[src/rtl/prince_sbox_layer_ctrl.sv]
// Time-shares one masked PRINCE S-box over a 2-share state, one nibble per cycle.
// Optional build macro SBOX_IDLE_ZERO_EN: quiet S-box inputs and scrub captured shares when idle.
module prince_sbox_layer_ctrl #(
  parameter int NIBBLES  = 16,
  parameter int SBOX_LAT = 1,
  localparam int DATA_W  = 4 * NIBBLES
) (
  input  logic              clk,
  input  logic              rst_n,
  input  logic              in_valid,
  output logic              in_ready,
  input  logic [DATA_W-1:0] in_share0,
  input  logic [DATA_W-1:0] in_share1,
  input  logic              abort,
  output logic              out_valid,
  input  logic              out_ready,
  output logic [DATA_W-1:0] out_share0,
  output logic [DATA_W-1:0] out_share1,
  output logic              busy,
  output logic [1:0]        sb_ina,
  output logic [1:0]        sb_inb,
  output logic [1:0]        sb_inc,
  output logic [1:0]        sb_ind,
  input  logic [3:0]        sb_out0,
  input  logic [3:0]        sb_out1
);

  localparam int CNT_W  = (NIBBLES > 1) ? $clog2(NIBBLES) : 1;
  localparam int DCNT_W = $clog2(SBOX_LAT + 1);

  typedef enum logic [1:0] {IDLE, FEED, DRAIN, DONE} state_t;

  state_t                          state, state_nxt;
  logic [CNT_W-1:0]                cnt;
  logic [DCNT_W-1:0]               dcnt;
  logic [DATA_W-1:0]               s0_q, s1_q;
  logic [DATA_W-1:0]               o0_q, o1_q;
  logic [SBOX_LAT-1:0]             vld_p;
  logic [SBOX_LAT-1:0][CNT_W-1:0]  idx_p;
  logic [3:0]                      n0, n1;
  logic                            kill;

  function automatic logic [3:0] nib(input logic [DATA_W-1:0] v, input logic [CNT_W-1:0] c);
    return v[{c, 2'b00} +: 4];
  endfunction

  assign kill       = abort && (state != IDLE);
  assign in_ready   = (state == IDLE);
  assign out_valid  = (state == DONE);
  assign busy       = (state == FEED) || (state == DRAIN);
  assign out_share0 = o0_q;
  assign out_share1 = o1_q;

  always_comb begin
    state_nxt = state;
    case (state)
      IDLE:  if (in_valid) state_nxt = FEED;
      FEED:  if (abort) state_nxt = IDLE;
             else if (cnt == CNT_W'(NIBBLES - 1)) state_nxt = DRAIN;
      DRAIN: if (abort) state_nxt = IDLE;
             else if (dcnt == DCNT_W'(SBOX_LAT - 1)) state_nxt = DONE;
      DONE:  if (abort || out_ready) state_nxt = IDLE;
      default: state_nxt = IDLE;
    endcase
  end

  // cnt parks on the last fed nibble, so the S-box inputs hold it outside FEED
  always_comb begin
    n0 = nib(s0_q, cnt);
    n1 = nib(s1_q, cnt);
`ifdef SBOX_IDLE_ZERO_EN
    if (state != FEED) begin
      n0 = '0;
      n1 = '0;
    end
`endif
    sb_ina = {n1[0], n0[0]};
    sb_inb = {n1[1], n0[1]};
    sb_inc = {n1[2], n0[2]};
    sb_ind = {n1[3], n0[3]};
  end

  // Control: state, counters and the tagged valid pipeline
  always_ff @(posedge clk or negedge rst_n) begin
    if (!rst_n) begin
      state <= IDLE;
      cnt   <= '0;
      dcnt  <= '0;
      vld_p <= '0;
      idx_p <= '0;
    end else begin
      state <= state_nxt;
      case (state)
        IDLE:  if (in_valid) cnt <= '0;
        FEED: begin
          if (cnt != CNT_W'(NIBBLES - 1)) cnt <= cnt + 1'b1;
          dcnt <= '0;
        end
        DRAIN: dcnt <= dcnt + 1'b1;
        default: ;
      endcase
      if (kill) begin
        vld_p <= '0;
      end else begin
        vld_p[0] <= (state == FEED);
        idx_p[0] <= cnt;
        for (int k = 1; k < SBOX_LAT; k++) begin
          vld_p[k] <= vld_p[k-1];
          idx_p[k] <= idx_p[k-1];
        end
      end
    end
  end

  // Data: captured input shares and the collected S-box results
  always_ff @(posedge clk or negedge rst_n) begin
    if (!rst_n) begin
      s0_q <= '0;
      s1_q <= '0;
      o0_q <= '0;
      o1_q <= '0;
    end else begin
      if (in_valid && state == IDLE) begin
        s0_q <= in_share0;
        s1_q <= in_share1;
      end
`ifdef SBOX_IDLE_ZERO_EN
      else if (kill || (state == DONE && out_ready)) begin
        s0_q <= '0;
        s1_q <= '0;
      end
`endif
      if (vld_p[SBOX_LAT-1] && !kill) begin
        o0_q[{idx_p[SBOX_LAT-1], 2'b00} +: 4] <= sb_out0;
        o1_q[{idx_p[SBOX_LAT-1], 2'b00} +: 4] <= sb_out1;
      end
    end
  end

endmodule
[config.mk]
export PLATFORM = sky130hd
export DESIGN_NAME = prince_sbox_layer_ctrl
export DESIGN_NICKNAME = d
export VERILOG_FILES = /design/src/rtl/prince_sbox_layer_ctrl.sv
export SDC_FILE = /design/constraint.sdc
export NUM_CORES = 1
export LEC_CHECK = 0
export CAP_MARGIN = 0
export CELL_PAD_IN_SITES_DETAIL_PLACEMENT = 1
export CELL_PAD_IN_SITES_GLOBAL_PLACEMENT = 1
export CORE_UTILIZATION = 44
export DETAILED_ROUTE_END_ITERATION = 16
export PLACE_DENSITY_LB_ADDON = 0.1
export SETUP_SLACK_MARGIN = 0.1
export SLEW_MARGIN = 20
export SYNTH_ARGS = -nofsm -noshare
export SYNTH_HDL_FRONTEND = slang
export SYNTH_SLANG_ARGS = --single-unit
[constraint.sdc]
create_clock -name clk -period 3.92 [get_ports clk]
set_input_delay 0.784 -clock clk [delete_from_list [all_inputs] [get_ports clk]]
set_output_delay 0.784 -clock clk [all_outputs]
set_load 0.1 [all_outputs]
# After elaboration in Yosys (flattened, before gate mapping)

Index checks and enable logic that the tools add are counted.

Reductions and logical operators: 12
Multiplexer cells: 14
Add/subtract/negate cells: 3
Equality and inequality tests: 10
Shift-type cells: 5

Operators with widths:

| operator               | count |
|---|---|
| $bwmux 64              | 2 |
| $shiftx 4x8->64        | 2 |
| $shiftx 64x7->4        | 2 |
| $shift 4x8->64 const A | 1 |
| $mux 2                 | 6 |
| $mux 4                 | 2 |
| $neg 6->8              | 1 |
| $pmux 2 s4             | 1 |
| $pmux 4 s2             | 1 |
| $ne 3x3->1 const B     | 2 |
| $reduce_bool 2->1      | 3 |
| $add 4x1->4 const B    | 1 |
| $eq 2x2->1 const B     | 2 |
| $eq 4x4->1 const B     | 1 |
| $ne 2x2->1 const B     | 2 |
| $ne 4x4->1 const B     | 1 |
| $reduce_and 4->1       | 1 |
| $logic_and 1x1->1      | 3 |
| $reduce_and 3->1       | 1 |
| $eq 2x1->1 const B     | 1 |
| $logic_not 2->1        | 1 |
| $logic_or 1x1->1       | 2 |
| $ne 2x1->1 const B     | 1 |
| $pmux 1 s2             | 1 |
| other kinds (3)        | 3 |

Bits of input ports: 141
Output and inout port bits: 139
Register bits: 268
Word-level logic and storage cells: 53

# Longest topological paths before layout

Gate-level depths: netlist of the first run.

Depth after elaboration: 4
Mapped depth: 8
Depth with buffers taken out: 6

# Worst setup path after synthesis of the first run

OpenSTA, ideal clock, no wires.

Kind: flip-flop to output port
From: register cnt[0]
To: output port sb_inc[0]
Stages on the path, launching flop included: 6
Required time: 3.136 ns
Path slack: 0.991 ns
Arrival: 2.145 ns
Cell sequence: dfrtp_1 buf_2 buf_2 mux4_2 a22oi_1 nand2_1

Word-level cells in the longest chain between the ends: 1

Ends and longest elaborated chain:

| element                | line | text |
|---|---|---|
| from (decl)            | 34   | `logic [CNT_W-1:0] cnt;` |
| from (signal assigned) | 96   | `if (cnt != CNT_W'(NIBBLES - 1)) cnt <= cnt + 1'b1;` |
| $shiftx 64x7->4        | 44   | `return v[{c, 2'b00} +: 4];` |
| to (decl)              | 22   | `output logic [1:0] sb_inc,` |

Every way passes these cells.

# Worst setup path in the final report of the first run

From: register cnt[1]
To: output port sb_inb[1]

Word-level cells in the longest chain between the ends: 1

Ends and longest elaborated chain:

| element         | line | text |
|---|---|---|
| $shiftx 64x7->4 | 44   |  |
| to (decl)       | 21   | `output logic [1:0] sb_inb,` |

Every way passes these cells.

==> results of run 1 <==
## cells in the mapped netlist, types with 2 or more instances
master and count:
a21oi_1 2, a22oi_1 16, and2_1 9, and3_1 8, buf_1 9, buf_2 21
buf_4 3, buf_6 2, clkbuf_1 11, dfrtp_1 268, ha_1 8, inv_1 9
mux2_1 3, mux2_2 246, mux2_4 8, mux4_2 32, nand2_1 20, nand2b_1 2
nand3_1 5, nand4_4 2, nor2_1 11, nor2_4 2, nor2_8 2, nor2b_1 3
nor3b_4 2, o21ai_0 8, o21bai_4 2, or3_1 2, xnor2_1 2
## stage by stage
stage                     utilization, %  hold slack [ns]
after floorplan                        -            0.474
after global placement              56.6            0.478
after detailed placement            56.6            0.486
after CTS                           60.2            0.289
after global routing                60.2            0.305
final                               60.2            0.268
## sequential cells by signal, indices dropped and copies added (netlist names), 2 cells and up
| register | count |
|---|---|
| state | 2 |
| out_share0 | 64 |
| cnt | 4 |
| idx_p | 4 |
| s1_q | 64 |
| s0_q | 64 |
| out_share1 | 64 |
## worst max-delay path, cell delays in order (launching register included)
cell	delay [ns]
dfrtp_2	0.78
buf_4	0.32
mux4_2	0.32
a22oi_1	0.26
nand2_1	0.10
buf_4	0.24
## area by class of cell
cell class / instances / area [µm²]
Fill cell: 2463 / 10400
Inverter: 9 / 33.8
Clock buffer: 40 / 847
Tap cell: 335 / 419
Timing Repair Buffer: 288 / 2890
Clock inverter: 7 / 87.6
Multi-Input combinational cell: 424 / 4710
Sequential cell: 268 / 6710
## worst paths after layout
path / slack, ns / cells past startpoint / end
setup reg to reg: 1.13 / 5 / out_share1[58]
max in group asynchronous: 2.72 / 2 / out_share1[45]
hold / removal: 0.27 / 1 / out_share1[43]
hold reg to reg: 0.49 / 1 / out_share0[46]
min in group clk: 0.49 / 1 / out_share0[46]
setup / recovery: 0.58 / 5 / sb_inb[1]
## metal layers
metal	up-vias	global-route usage [%]	share of wire [%]
li1	3247	-	-
met3	34	3.44	4.4
met1	3769	29.4	42
met5	-	0	0
met4	0	5.09	1.7
met2	198	38.7	51
## logic make-up (layout without fill, tap and decap cells)
kind of cell / after synthesis / count (layout) / synth area share, %
adder cells (fa/ha/maj): 8 / 8 / 0.858
AO/OA/AOI/OAI: 44 / 44 / 3.23
XOR/XNOR: 2 / 2 / 0.150
multiplexers: 290 / 290 / 31.3
flip-flops: 268 / 268 / 57.5
AND/OR/NAND/NOR: 80 / 80 / 4.71
buffers and inverters: 55 / 344 / 2.22
## power by group through the flow
| stage | registers (mW) | clock network, mW | logic (mW) |
|---|---|---|---|
| 6_report | 4.28 | 2.69 | 5.64 |
| 5_1_grt | 4.39 | 2.87 | 5.94 |
| 4_1_cts | 4.27 | 2.75 | 5.70 |
| 3_5_place_dp | 4.31 | 0 | 5.68 |
| 3_3_place_gp | 4.28 | 0 | 5.59 |
| 2_1_floorplan | 5.24 | 0 | 3.30 |
==> impl.org, run 1 <==
** Clock network
- Setup fix buffers added after clock tree synthesis :: 0
- Hold repair after CTS inserted 0 buffers.
- Counting the buffers created by CTS gives 29.
- Clock sink total :: 268
- Count of cells resized by post-cts repair :: 0
- Total number of H-tree levels :: 1
- TritonCTS built the clock tree.
- Worst skew pair latency :: 0.53 ns
- No sink is reached through more buffers than the 3 on the longest clock path.
- Clock tree synthesis selected as its root buffer the cell clkbuf_16.
- Clock slew at reported path FFs :: 0.06 ns

** Finish
- After the flow finishes, the layout carries non-filler instances totaling 1371.
- Area growth from synthesis to layout :: 34.5%
- Share of final-layout standard cells stronger than drive strength 1 :: 36.5%
- Leaving out fill and tap cells, the most frequent cell in the layout is clkdlybuf4s50_1.
- Cell area after layout :: 15700 µm²
- 0 antenna diodes ended up in the layout.
- At the end of the flow, the number of nets in the layout was 1169.
- Top library cells by usage in the layout, fill and taps aside :: 268 x clkdlybuf4s50_1, 266 x dfrtp_1, 246 x mux2_2, 32 x mux4_2, 29 x clkbuf_16

** Timing
- The number of hold-slack violations in the final timing report was 0.
- Share of the clock period used by the worst path after layout :: 85.3%
- In this run the tightest slew margin relative to its limit is 30.4%.
- Setup violations, final :: 0
- Max-slew violations :: 0
- Setup clock skew after layout :: 0.0125 ns
- The worst path needs approximately 3.3 ns of the cycle, external delays included.
- Once routing completed, OpenROAD measured the worst setup slack at 0.575 ns.
- For the final routed database, the setup TNS stands at 0 ns.
- At the pin with the least slew margin, the transition time is about 1.0 ns.
- Derived from the worst setup path, the maximum achievable clock frequency is 299 MHz.
- Unrepaired setup endpoints after global routing :: no

** Pwr
- Power density of the placed cells :: ~800 nW/µm²
- Power Internal :: ~7.4 mW
- Combinational share of power :: 44.7%
- Clock group share of total power :: 21.3%
- Switching power summed over all nets :: approximately 5.2 mW
- Sequential power share :: around a third
- Total chip power :: 12.6 mW
- Pleak :: approximately 7 nW
- Of the total power, the share spent switching nets is 41.2%.
- IR Drop Worst-Case VDD :: 766 µV

** Drt
- The detailed router finished its first iteration with around 430 violations.
- Total via count in the routed design :: 7248
- Final WL :: 29.4 mm
- Vias per cell :: 5.29
- After detailed routing, the number of remaining DRC violations is 0.
- After detailed routing, the average wire length per cell comes to 21.4 µm.
- Detailed-router iteration count before antenna repair :: 4
- Number of nets with antenna violations after routing :: 0

** Placement
- Prior to clock tree synthesis, the placed netlist has a worst setup slack of between 1 and 1.5 ns.
- The wire-length estimate of the detail-placed layout is 20.8 mm.
- Port buffering added around 280 buffers.
- Cell area after placement :: roughly 15000 µm²
- Total placed cells including tap cells :: about 1300
- Global placement routability congestion :: between 0.7 and 0.8

** Yosys
- After synthesis, the cell types taking the most area are dfrtp_1 57%, mux2_2 24%, mux4_2 6.2%.
- The synthesized design spends more area on one cell type than any other, namely dfrtp_1.
- Synthesis produced 747 cells.
- Counting flops with an async set or reset pin after synthesis yields a share of 100%.
- Top cell type's share of synthesized area :: 57.5%
- Synth warnings :: 0
- Syn nets :: 896
- Synthesis inferred 268 register bits.
- After synthesis the cells add up to 11700 µm².
- Sequential-to-total area share from yosys stat :: between 50% and 60%
- The netlist uses a little under 60 different library cells.
- Counting flops with a built-in enable in the synthesized netlist gives 0.
- The most used flip-flop cell after synthesis is dfrtp_1.
- Syn Area/Cell :: approximately 16 µm²

** Setup path
- Start point of the critical path :: cnt[1]
- Worst Path Arrival :: around 2.6 ns
- The startpoint identified for the worst register-to-register timing path is idx_p[0].
- The worst setup path is captured at a primary output.
- Worst-path maximum fanout :: 26
- The critical path in this run is classified as flip-flop to primary output.
- STA classifies the critical path startpoint as a flip-flop.
- STA puts the critical path data required time at between 3 and 4 ns.

** Outcome
- The flow ran to the end, and the final reports show no timing, DRC or antenna violations.

** Global routing
- The via count of the first global-routing pass was 7943.
- The first global-routing pass estimated 46.3 mm of wire.
- Largest net degree at the start of global routing :: 89
- The total overflow left after global routing is 0.
- The number of antenna violations at the first check in global routing was 0.
- Global routing consumed, over all layers together, 22.3% of the routing resources.

** Die
- Num ports :: 280
- Num rows :: roughly 60
- Core footprint :: 26100 µm²
- Measured along the x axis, the die boundary spans 165 µm.
- Overall die height :: 165 µm
- The die covers around 27000 µm².
- The initial utilization of the core area, before any placement, comes to around 45%.

** Run
- # Max-Cap Violations :: 0

** Worst hold path
- Type of the tightest min-delay check :: input port to async pin
(Power assumes the default switching activity.)
==> run 2, diff against run 1 <==
Settings changed: CORE_UTILIZATION 44 to 41, CTS_CLUSTER_DIAMETER set to 40.
Clock period 3.92 ns to 3.4 ns, I/O delays scaled along.
==> run 2 against run 1 <==
Effect of this change:
- worst hold slack got worse by 0.039 ns
- sequential cell count did not move
- clock power rose by 62%
- setup slack got worse by 0.29 ns
- largest power group unchanged
- non-clock buffer count rose by 7
- combinational power rose by 23%
- clock skew rose by 0.0055 ns
- clock-buffer cell count rose by 14
- total power rose by 28%
- register-to-register slack got worse by 0.43 ns
- die area rose by 7.2%
- global-route usage fell by 0.28 points
==> impl.org, run 2 (same netlist as run 1, synthesis figures left out) <==
** Drt
- The highest metal layer carrying signal wires in the routed design is met5.
- Once detail routing completed, the nets flagged for antenna violations numbered 0.
- Total via count in the routed design :: about 7400
- # DRC :: 0
- For this block, the initial DRC count from the detailed router was 294.
- Using the TritonRoute via totals, the vias-per-cell ratio works out to 5.08.
- Detailed-router iteration count before antenna repair :: 4
- DR WL/cell :: 21.3 µm
- After detailed routing, the wire length on met1 is 12.0 mm.
- Final WL :: ~30 mm
- The routed design uses 2.09 mm of met3 wire.
- Met2 wire length :: 16.1 mm

** Die
- Measured along the x axis, the die boundary spans 171 µm.
- 280 I/O pins were placed.
- Effective utilization at floorplan :: 41.9%
- Overall die height :: 171 µm
- Num rows :: 61
- The die covers 29100 µm².
- Core footprint :: 27900 µm²

** Clock network
- After clock tree synthesis, the flow added hold-fix buffers numbering 0.
- Root Buffer :: clkbuf_16
- Count of cells resized by post-cts repair :: 0
- Clock buffer count from CTS :: 41
- CTS tree :: built
- Setup fix buffers added after clock tree synthesis :: 0
- Worst skew pair latency :: 0.52 ns
- CTS built an H-tree with a depth of 2.
- The clock passes through at most 3 buffers.
- Clock sink total :: 268
- Clock-pin slew was measured on the worst setup and hold paths at 0.05 ns.

** Worst hold path
- Type of the tightest min-delay check :: input port to async pin

** Timing
- Final hold analysis gives a worst-case slack of 0.229 ns.
- Worst slew margin :: between 30% and 40%
- Setup slack on the critical path of the routed design comes to 0.281 ns.
- Minimum period implied by the final worst setup slack :: 3.12 ns
- The worst path uses 91.7% of the clock period.
- Between clock sinks in the finished design, the worst skew comes to 0.0180 ns.
- Setup violations, final :: 0
- Max Clk Rate :: 321 MHz
- TNS Setup :: 0 ns
- Unrepaired setup endpoints after global routing :: no
- The final number of max-transition violations was 0.
- Final Hold Viols :: 0
- Worst Tran Pin Value :: slightly below 1 ns

** Placement
- Once detailed placement completed, the half-perimeter wirelength came to around 21 mm.
- The congestion estimate from routability-driven global placement came to 0.781.
- Number of port buffers :: 279
- Once placement finished, the instance area stood at 14800 µm².
- Post-placement setup slack :: 0.680 ns
- Counting tap cells, the placed design contains a total of 1374 instances.

** Setup path
- Data required time at the worst endpoint :: about 2.7 ns
- The setup path with the least slack is of type flip-flop to primary output.
- The worst setup path is launched from a flip-flop.
- Across all register-to-register paths, the minimum setup slack is 0.70 ns.
- The worst setup path is captured at a primary output.
- On the worst path, the slowest cell contributes a delay of 0.80 ns.
- Measured in cells, the most critical reg-to-reg path has a length of 5.
- Worst-path maximum fanout :: 8
- Among all stages on the critical path, the largest delay is contributed by nor2b_1.
- In this run the critical register-to-register path is launched from idx_p[0].
- Critical path buffer and inverter count :: 1
- Cell breakdown of the critical path :: nor2b_1 -> a22oi_1 -> nand2_1 -> buf_12
- Capture instance of the worst register-to-register path :: out_share0[59]
- Grouping stages by cell kind, the critical path spends the most delay in simple AND/OR/NAND/NOR gates.
- Worst Path Arrival :: approximately 2.4 ns

** Finish
- The library cell used most frequently in the layout, excluding fill and tap cells, is dfrtp_1.
- Leaving out fill and tap cells, the most frequent cells in the layout are 266 x dfrtp_1, 246 x mux2_2, 206 x clkdlybuf4s50_1, 74 x buf_4, 43 x clkbuf_16.
- Area growth from synthesis to layout :: 39.6%
- In the final design database the tool counted 1188 nets.
- In the final layout, the share of cells above drive strength 1 is between 40% and 50%.
- After the flow finishes, the layout carries non-filler instances totaling 1451.
- After filler insertion, the fill cell instance count of the layout stands at 2678.
- With fillers left out, the area of the finished cells amounts to 16300 µm².
- Core occupancy in the finished layout :: about three fifths

** Global routing
- Entering global routing, the biggest net connects between 100 and 150 pins.
- The via count of the first global-routing pass came to approximately 8400.
- Across every metal layer, demand over resource in global routing totals 22.0%.
- Antenna violations before repair :: 3
- Global-route wire length before repair :: between 40 and 50 mm
- GRT Residual Overflow :: 0

** Pwr
- The completed layout was analyzed and its total power is 16.2 mW.
- IR Drop Worst-Case VDD :: 427 µV
- Pleak :: 7.36 nW
- For this design the ratio of total power to cell area is 993 nW/µm².

** Outcome
- The run finished with clean final reports.

** Run
- The tool flagged a number of max-cap violations equal to 0.
run 2: changes by cell type in the layout (fill, tap and decap cells not counted), sizes merged:
cell	delta
buf	+69
bufinv	+3
clkbuf	+14
clkdlybuf4s50	-62
clkinv	+5
clkinvlp	+1
diode	+2
inv	+5
run 2: worst max-delay path by stage:
| stage | start | endpoint | slack (ns) | cells past startpoint |
|---|---|---|---|---|
| 6_report | cnt[2] | sb_inb[1] | 0.28 | 4 |
| 5_1_grt | cnt[2] | sb_inb[1] | 0.20 | 4 |
| 4_1_cts | cnt[2] | sb_ina[1] | 0.22 | 4 |
| 3_5_place_dp | abort | out_share0[53] | 0.68 | 5 |
| 3_3_place_gp | abort | out_share0[59] | 0.74 | 5 |
| 2_1_floorplan | cnt[0] | sb_inc[0] | 0.57 | 5 |
run 2: where the power goes:
part	internal [mW]	switching, mW	leakage [nW]
registers	4.23	0.649	3.42
clock network	2.85	1.51	0.714
logic	2.74	4.20	3.23
total	9.82	6.36	7.36
run 2: final cells by class:
cell class	count	area (µm²)	share of cell area, %
Antenna cell	2	5.00	0.0307
Clock buffer	54	1190	7.29
Clock inverter	21	262	1.61
Inverter	9	33.8	0.207
Multi-Input combinational cell	424	4710	28.9
Sequential cell	268	6710	41.2
Tap cell	378	473	2.90
Timing Repair Buffer	295	2910	17.9
run 2: per-layer routing:
| metal | GRT usage [%] | vias up |
|---|---|---|
| li1 | - | 3314 |
| met1 | 25.9 | 3785 |
| met2 | 38.6 | 213 |
| met3 | 6.13 | 50 |
| met4 | 7.40 | 2 |
| met5 | 0 | - |
